==> config.mk <==
export PLATFORM = sky130hd
export DESIGN_NAME = adder_operand_skew
export DESIGN_NICKNAME = d
export VERILOG_FILES = /design/src/rtl/adder_operand_skew.sv
export SDC_FILE = /design/constraint.sdc
export NUM_CORES = 1
export LEC_CHECK = 0
export CORE_MARGIN = 10
export CORE_UTILIZATION = 54
export DETAILED_ROUTE_END_ITERATION = 10
export GPL_ROUTABILITY_DRIVEN = 0
export PLACE_DENSITY = 0.83
export SLEW_MARGIN = 20
export SYNTH_ARGS = -nofsm -noshare
export SYNTH_HDL_FRONTEND = slang
export SYNTH_SLANG_ARGS = --single-unit
==> constraint.sdc <==
create_clock -name clk -period 2.35 [get_ports clk]
set_clock_uncertainty 0.05 [all_clocks]
set_input_delay 0.235 -clock clk [delete_from_list [all_inputs] [get_ports clk]]
set_output_delay 0.235 -clock clk [all_outputs]
set_load 0.05 [all_outputs]
==> src/rtl/adder_operand_skew.sv <==
// Registers operand pairs and skews 2-bit slices so slice k reaches the slice-pipelined adder k cycles after slice 0.
// Latency: slice k appears k+1 cycles after accept; res_valid/res_tag appear STAGES+1 cycles after accept.
// Backpressure: none from the adder; in_ready drops only while flush is asserted.
module adder_operand_skew #(
    parameter int WIDTH  = 8,
    parameter int SLICE  = 2,
    parameter int STAGES = 4,
    parameter int TAG_W  = 4
) (
    input  logic             clk,
    input  logic             rst_n,
    input  logic             in_valid,
    input  logic [WIDTH-1:0] in_a,
    input  logic [WIDTH-1:0] in_b,
    input  logic             in_cin,
    input  logic             flush,
    output logic             in_ready,
    output logic [WIDTH-1:0] skew_a,
    output logic [WIDTH-1:0] skew_b,
    output logic             skew_cin,
    output logic             res_valid,
    output logic [TAG_W-1:0] res_tag,
    output logic [2:0]       inflight
);

    logic             accept;
    logic [STAGES:0]  vld_pipe;
    logic [TAG_W-1:0] tag_pipe [0:STAGES];
    logic [TAG_W-1:0] tag_cnt;
    logic             cin_q;

    assign in_ready = ~flush;
    assign accept   = in_valid & in_ready;

    // Slice k gets a k+1 deep chain; bubbles shift zeros so idle slices read as 0.
    for (genvar k = 0; k < STAGES; k++) begin : g_slice
        logic [SLICE-1:0] a_pipe [0:k];
        logic [SLICE-1:0] b_pipe [0:k];

        always_ff @(posedge clk or negedge rst_n) begin
            if (!rst_n) begin
                for (int i = 0; i <= k; i++) begin
                    a_pipe[i] <= '0;
                    b_pipe[i] <= '0;
                end
            end else if (flush) begin
                for (int i = 0; i <= k; i++) begin
                    a_pipe[i] <= '0;
                    b_pipe[i] <= '0;
                end
            end else begin
                a_pipe[0] <= accept ? in_a[SLICE*k +: SLICE] : '0;
                b_pipe[0] <= accept ? in_b[SLICE*k +: SLICE] : '0;
                for (int i = 1; i <= k; i++) begin
                    a_pipe[i] <= a_pipe[i-1];
                    b_pipe[i] <= b_pipe[i-1];
                end
            end
        end

        assign skew_a[SLICE*k +: SLICE] = a_pipe[k];
        assign skew_b[SLICE*k +: SLICE] = b_pipe[k];
    end

    always_ff @(posedge clk or negedge rst_n) begin
        if (!rst_n) begin
            cin_q    <= 1'b0;
            vld_pipe <= '0;
        end else if (flush) begin
            cin_q    <= 1'b0;
            vld_pipe <= '0;
        end else begin
            cin_q    <= accept & in_cin;
            vld_pipe <= {vld_pipe[STAGES-1:0], accept};
        end
    end

    // Tags are only meaningful alongside res_valid, so flush leaves this chain alone.
    always_ff @(posedge clk or negedge rst_n) begin
        if (!rst_n) begin
            for (int i = 0; i <= STAGES; i++) begin
                tag_pipe[i] <= '0;
            end
            tag_cnt <= '0;
        end else begin
            tag_pipe[0] <= tag_cnt;
            for (int i = 1; i <= STAGES; i++) begin
                tag_pipe[i] <= tag_pipe[i-1];
            end
            if (accept) begin
                tag_cnt <= tag_cnt + TAG_W'(1);
            end
        end
    end

    // Accept and retire in the same cycle cancel out.
    always_ff @(posedge clk or negedge rst_n) begin
        if (!rst_n) begin
            inflight <= '0;
        end else if (flush) begin
            inflight <= '0;
        end else begin
            case ({accept, vld_pipe[STAGES]})
                2'b10:   inflight <= inflight + 3'd1;
                2'b01:   inflight <= inflight - 3'd1;
                default: inflight <= inflight;
            endcase
        end
    end

    assign skew_cin  = cin_q;
    assign res_valid = vld_pipe[STAGES];
    assign res_tag   = tag_pipe[STAGES];

endmodule

==> summary.md <==
| Metric | Value |
|---|---|
| Outcome | `complete, no violations` |
| First-pass GRT wire length | `6.451 mm` |
| Largest net degree at the start of global routing | `35` |
| Area grow syn2layout | `25.09%` |
| CTS buffer count | `9` |
| Worst-Margin Slew | `0.6524 ns` |
| Clock Sinks | `73` |
| Multi-input gate area | `460.4 um^2` |
| # DRC | `0` |
| Commonest cells after routing, fill and taps aside | `dfrtp_1 (73), clkdlybuf4s50_1 (44), nor2b_1 (29)` |
| Setup WS pre-CTS | `0.2237 ns` |
| Total GRT Usage | `0.1153` |
| Wl on met1 | `1.489 mm` |
| Final Hold Fails | `0` |
| Min Clock Period, post-route | `1.915 ns` |
| Crit path max fanout | `5` |
| Crit. End Element | `output pin` |
| Crit path DAT | `1.63 ns` |
| I/O pin cnt | `47` |
| Sequential Power Share | `0.540` |
| Top_reg_cell synth | `dfrtp_1` |
| Seq/Total Area, Yosys | `0.7491` |
| Slew Viols, Final | `0` |
| Clock Pin Slew Worst Setup and Hold Paths | `0.07 ns` |
| Slew headroom | `0.5651` |
| Share of post-route cells with drive strength above 1 | `0.1117` |
| Max-cap violation count | `0` |
| Delay-heaviest family, CP | `buffers and inverters` |
| Async S/R FF share, synth | `1.000` |
| Metal2 WL | `1.960 mm` |
| Crit Path Category | `flop to output pin` |
| CP peak stage delay | `0.85 ns` |
| CTS tree | `yes` |
| Post-synthesis cell area | `2439 um^2` |
| H-tree depth | `3` |
| Power Internal | `2.169 mW` |
| Hpwl dp | `2.746 mm` |
| Register area | `1827 um^2` |
| Pre-Repair DR Iteration Count | `2` |
| Switching share of total power | `0.2608` |
| Buf/Inv on CP | `1` |
| Row Count | `24` |
| Post-route ant nets | `0` |
| Core Footprint | `4354 um^2` |
| PortBufs | `46` |
| Routed vias/inst | `4.597` |
| Final period utilization | `0.8149` |
| FILL cells | `284` |
| Die X | `87.20 um` |
| NumNets Final | `224` |
| Die footprint | `7604 um^2` |
| Maximum clock rate | `522.2 MHz` |
| Syn_nets | `183` |
| Antenna Cells | `0` |
| Psw | `765.3 uW` |
| Initial antenna violation count | `0` |
| Iteration-0 DRC count of the detailed router | `88` |
| Critical path's slowest cell | `clkdlybuf4s50_1` |
| Met3 WL | `380 um` |
| Syn Area/Cell | `15.24 um^2` |
| Dpl cells | `241` |
| Min Hold Slack | `0.2994 ns` |
| Critical path, cell by cell | `clkdlybuf4s50_1` |
| Grt total ovfl | `0` |
| Vias | `1186` |
| Setup tns final | `0 ns` |
| Ys Warns | `0` |
| Worst Path Required | `2.07 ns` |
| Worst-case clock buffer depth | `2` |
| Synth cell types | `21` |
| Leakage power | `1.439 nW` |
| Power per cell area | `962.0 nW/um^2` |
| Routed WL | `3.918 mm` |
| Final worst slack | `0.4350 ns` |
| Mapped Cells | `160` |
| Clock root cell | `clkbuf_8` |
| Vias in the first global route | `1341` |
| Routed length per instance | `15.19 um` |
| Min-delay worst type | `flop to flop` |
| Max VDD drop | `0.0004677 V` |
| EDFF count, synth | `0` |
| Starting Density | `0.5601` |
| Post-layout util | `0.7006` |
| Commonest non-fill, non-tap cell in the layout | `dfrtp_1` |
| Clock power frac | `0.315` |
| Synthesized flop and latch total | `73` |
| Fin cells | `258` |
| Crit start category | `flop` |
| Die Ht | `87.20 um` |
| RSZ-0062 raised after global routing | `false` |
| Final count of negative-setup-slack endpoints | `0` |
| Combinational fraction of design power | `0.145` |
| Max layer used | `met4` |
| Clk Latency, worst-skew pair | `0.34 ns` |
## cells in the mapped netlist, drive strengths merged (2+ instances only)
master	number	area [um^2]
and2	17	106.4
nor3b	2	20.02
xor2	2	17.52
dfrtp	73	1827
nor2b	30	195.2
xnor2	3	26.28
nor2	2	12.51
buf	21	147.6
## final timing paths
| check | start | endpoint | slack (ns) | cells past startpoint |
|---|---|---|---|---|
| hold / removal | tag_pipe[5] | res_tag[1] | 0.30 | 0 |
| setup reg to reg | vld_pipe[4] | inflight[2] | 0.65 | 5 |
| min in group asynchronous | rst_n | tag_pipe[15] | 0.41 | 2 |
| setup / recovery | vld_pipe[4] | res_valid | 0.44 | 1 |
| max in group asynchronous | rst_n | g_slice[3].a_pipe[4] | 1.23 | 3 |
| hold reg to reg | tag_pipe[5] | res_tag[1] | 0.30 | 0 |
## metal layers
layer | global-route usage | vias up
met1 | 0.1243 | 577
met5 | 0 | -
met4 | 0.06957 | 0
met3 | 0.06648 | 9
li1 | - | 559
met2 | 0.1719 | 41
## final cells by class
type / count / share of cell area
multi-input cells: 65 / 0.1509
well taps: 52 / 0.02133
flip-flops and latches: 73 / 0.5988
clock inverters: 3 / 0.01313
repair buffers: 51 / 0.1657
inverters: 1 / 0.001231
clock buffers: 13 / 0.04881
## stage by stage
stage | cell area [um^2] | power (mW)
3_5_place_dp | 2851 | 2.045
3_3_place_gp | 2851 | 1.998
4_1_cts | 3050 | 2.984
5_1_grt | 3050 | 3.080
6_report | 3050 | 2.935
2_1_floorplan | 2439 | 1.886
## registers in the layout, summed over array words and instances, names as in the netlist
signal,flops
skew_a,6
inflight,3
vld_pipe,5
skew_cin,1
g_slice.a_pipe,14
res_tag,4
tag_pipe,16
skew_b,6
g_slice.b_pipe,14
tag_cnt,4
## cell families after synthesis
family | Yosys count | share of synthesized area
adders and majority gates | 2 | 0.01334
and+or+nand+nor | 55 | 0.1467
DFF | 73 | 0.7491
buffers and inverters | 22 | 0.06208
xor gates and xnor gates | 5 | 0.01796
muxes | 2 | 0.008722
AOI/OAI and AO/OA | 1 | 0.002050
## repair_timing
item,4_1_cts,5_1_grt
gates resized for setup,0,0
setup endpoints to repair,0,0
endpoints found under the hold margin,28,0
hold buffers,1,0
setup buffers,0,0
## power groups by stage
stage / logic [mW] / clock network, mW / registers, mW
2_1_floorplan: 0.285 / 0 / 1.60
3_3_place_gp: 0.418 / 0 / 1.58
3_5_place_dp: 0.433 / 0 / 1.61
4_1_cts: 0.435 / 0.960 / 1.59
5_1_grt: 0.455 / 1.02 / 1.61
6_report: 0.426 / 0.925 / 1.58
Note: power is estimated with default switching activity, not from simulation.
==> variant (same settings) <==
Make the reset (`rst_n`) synchronous in 4 clocked blocks.
--- a/src/rtl/adder_operand_skew.sv
+++ b/src/rtl/adder_operand_skew.sv
@@ -37,7 +37,7 @@
         logic [SLICE-1:0] a_pipe [0:k];
         logic [SLICE-1:0] b_pipe [0:k];
 
-        always_ff @(posedge clk or negedge rst_n) begin
+        always_ff @(posedge clk) begin
             if (!rst_n) begin
                 for (int i = 0; i <= k; i++) begin
                     a_pipe[i] <= '0;
@@ -62,7 +62,7 @@
         assign skew_b[SLICE*k +: SLICE] = b_pipe[k];
     end
 
-    always_ff @(posedge clk or negedge rst_n) begin
+    always_ff @(posedge clk) begin
         if (!rst_n) begin
             cin_q    <= 1'b0;
             vld_pipe <= '0;
@@ -76,7 +76,7 @@
     end
 
     // Tags are only meaningful alongside res_valid, so flush leaves this chain alone.
-    always_ff @(posedge clk or negedge rst_n) begin
+    always_ff @(posedge clk) begin
         if (!rst_n) begin
             for (int i = 0; i <= STAGES; i++) begin
                 tag_pipe[i] <= '0;
@@ -94,7 +94,7 @@
     end
 
     // Accept and retire in the same cycle cancel out.
-    always_ff @(posedge clk or negedge rst_n) begin
+    always_ff @(posedge clk) begin
         if (!rst_n) begin
             inflight <= '0;
         end else if (flush) begin
Function: differs if rst_n is asserted again (counterexample within 4 cycles, from zero or initial values and one cycle with rst_n low); with rst_n held inactive, the same outputs for 10 cycles.
==> variant against the unedited design <==
- design area rose by 9.8%
- final cell count grew 24%
- register-to-register slack gained 0.04 ns
- die area rose by 4.7%
- setup slack worse by 0.010 ns
- sequential cell count is the same
- wire length increased by 4.0%
- area after synthesis rose by 6.1%
Power is not compared: it rests on default switching activity, and its combinational part moved more than twofold at a synthesized area within 25%.
==> variant: results (changes against the unedited design) <==
dpl ws: 0.09303 ns (-0.1306 ns)
vias in the first global route: 1512 (+13%)
EDFF count, synth: 36 (+36)
initial drt markers: 92 (+4.5%)
Cell Count Post-Placement: 303 (+26%)
Mean Syn Cell Area: 13.90 µm² (-8.8%)
Synth top cells by count: and2_1, dfxtp_1, edfxtp_1
distinct cell type count after synthesis: 27 (+29%)
First-pass DRT Iterations: 6 (+4)
Least-Margin Pin Slew: 0.5424 ns (-0.1099 ns)
dpl cell area: 3119 µm² (+9.4%)
Final HPWL DP: 2795 µm (+1.8%)
Top FF cell, synth: dfxtp_1
biggest regs: g_slice.a_pipe: 20 flops, g_slice.b_pipe: 20 flops, tag_pipe: 20 flops
Area contributors post-synth: edfxtp_1, dfxtp_1, and2_1
DRT Wirelength: 4073 µm (+4.0%)
hold depth: 1 (+1)
Seq/Total Area, Yosys: 70.44% (-4.5 points)
first-pass GRT wire length: 6582 µm (+2.0%)
drt wl/cell: 12.77 µm (-16%)
status: finished clean
routed via count: 1418 (+20%)
Nets: 284 (+27%)
CP peak stage delay: 0.81 ns (-0.04 ns)
Post-synth ARST share: 0% (-100 points)
overall routing resource usage: 11.30% (-0.23 points)
## variant: cell types whose count changed in the layout (fill, tap and decap cells not counted), sizes merged, moves of 2 or more
cell,change
and2,+34
and3,+17
buf,-3
clkdlybuf4s50,+2
conb,+36
dfrtp,-73
dfxtp,+37
edfxtp,+36
nor2b,-29
nor3b,-2
or3,+2
## variant: final timing paths
kind / to / startpoint / slack (ns)
worst min-delay path: tag_pipe[0][12] / tag_pipe[0][8] / 0.38
worst max-delay path: in_ready / flush / 0.42
worst max register to register: inflight[2] / vld_pipe[4] / 0.69
worst min register to register: tag_pipe[0][12] / tag_pipe[0][8] / 0.38
## variant: layout make-up
cell class                      instances  area, µm²
Fill cell                             322       1344
Tap cell                               54      67.56
Clock inverter                          2      13.76
Sequential cell                        73       1822
Clock buffer                           14      215.2
Inverter                                1      3.754
Multi-Input combinational cell        126      743.2
Timing Repair Buffer                   49      483.0
## variant: logic make-up (layout without fill, tap and decap cells)
group           after synthesis  count (layout)  synth area share [%]
simple gates                 77              77                 18.72
flops                        73              73                 70.44
buf+inv                      22              66                 5.999
compound gates                5               5                 1.209
xor+xnor                      4               4                 1.355
fa+ha+maj                     3               3                 1.742
other cells                   1              36                0.1450
mux                           1               1                0.3870
## variant: metal layers
layer	part of all wire, %	GRT usage (%)
met1	40	10.67
met2	52	19.47
met3	6.2	5.834
met4	2.0	6.069
met5	0	0
## variant: report_power, final
part | leakage, nW | internal [mW] | switching (mW)
registers | 0.660 | 1.38 | 0.0137
clock network | 0.119 | 0.599 | 0.437
logic | 0.634 | 0.0807 | 0.111
## variant: worst reg2reg max path, cell delays in order, from the launching register on
cell	delay (ns)
dfxtp_1	0.32
ha_1	0.24
fa_1	0.40
xnor2_1	0.15
or3_1	0.30
a21oi_1	0.13
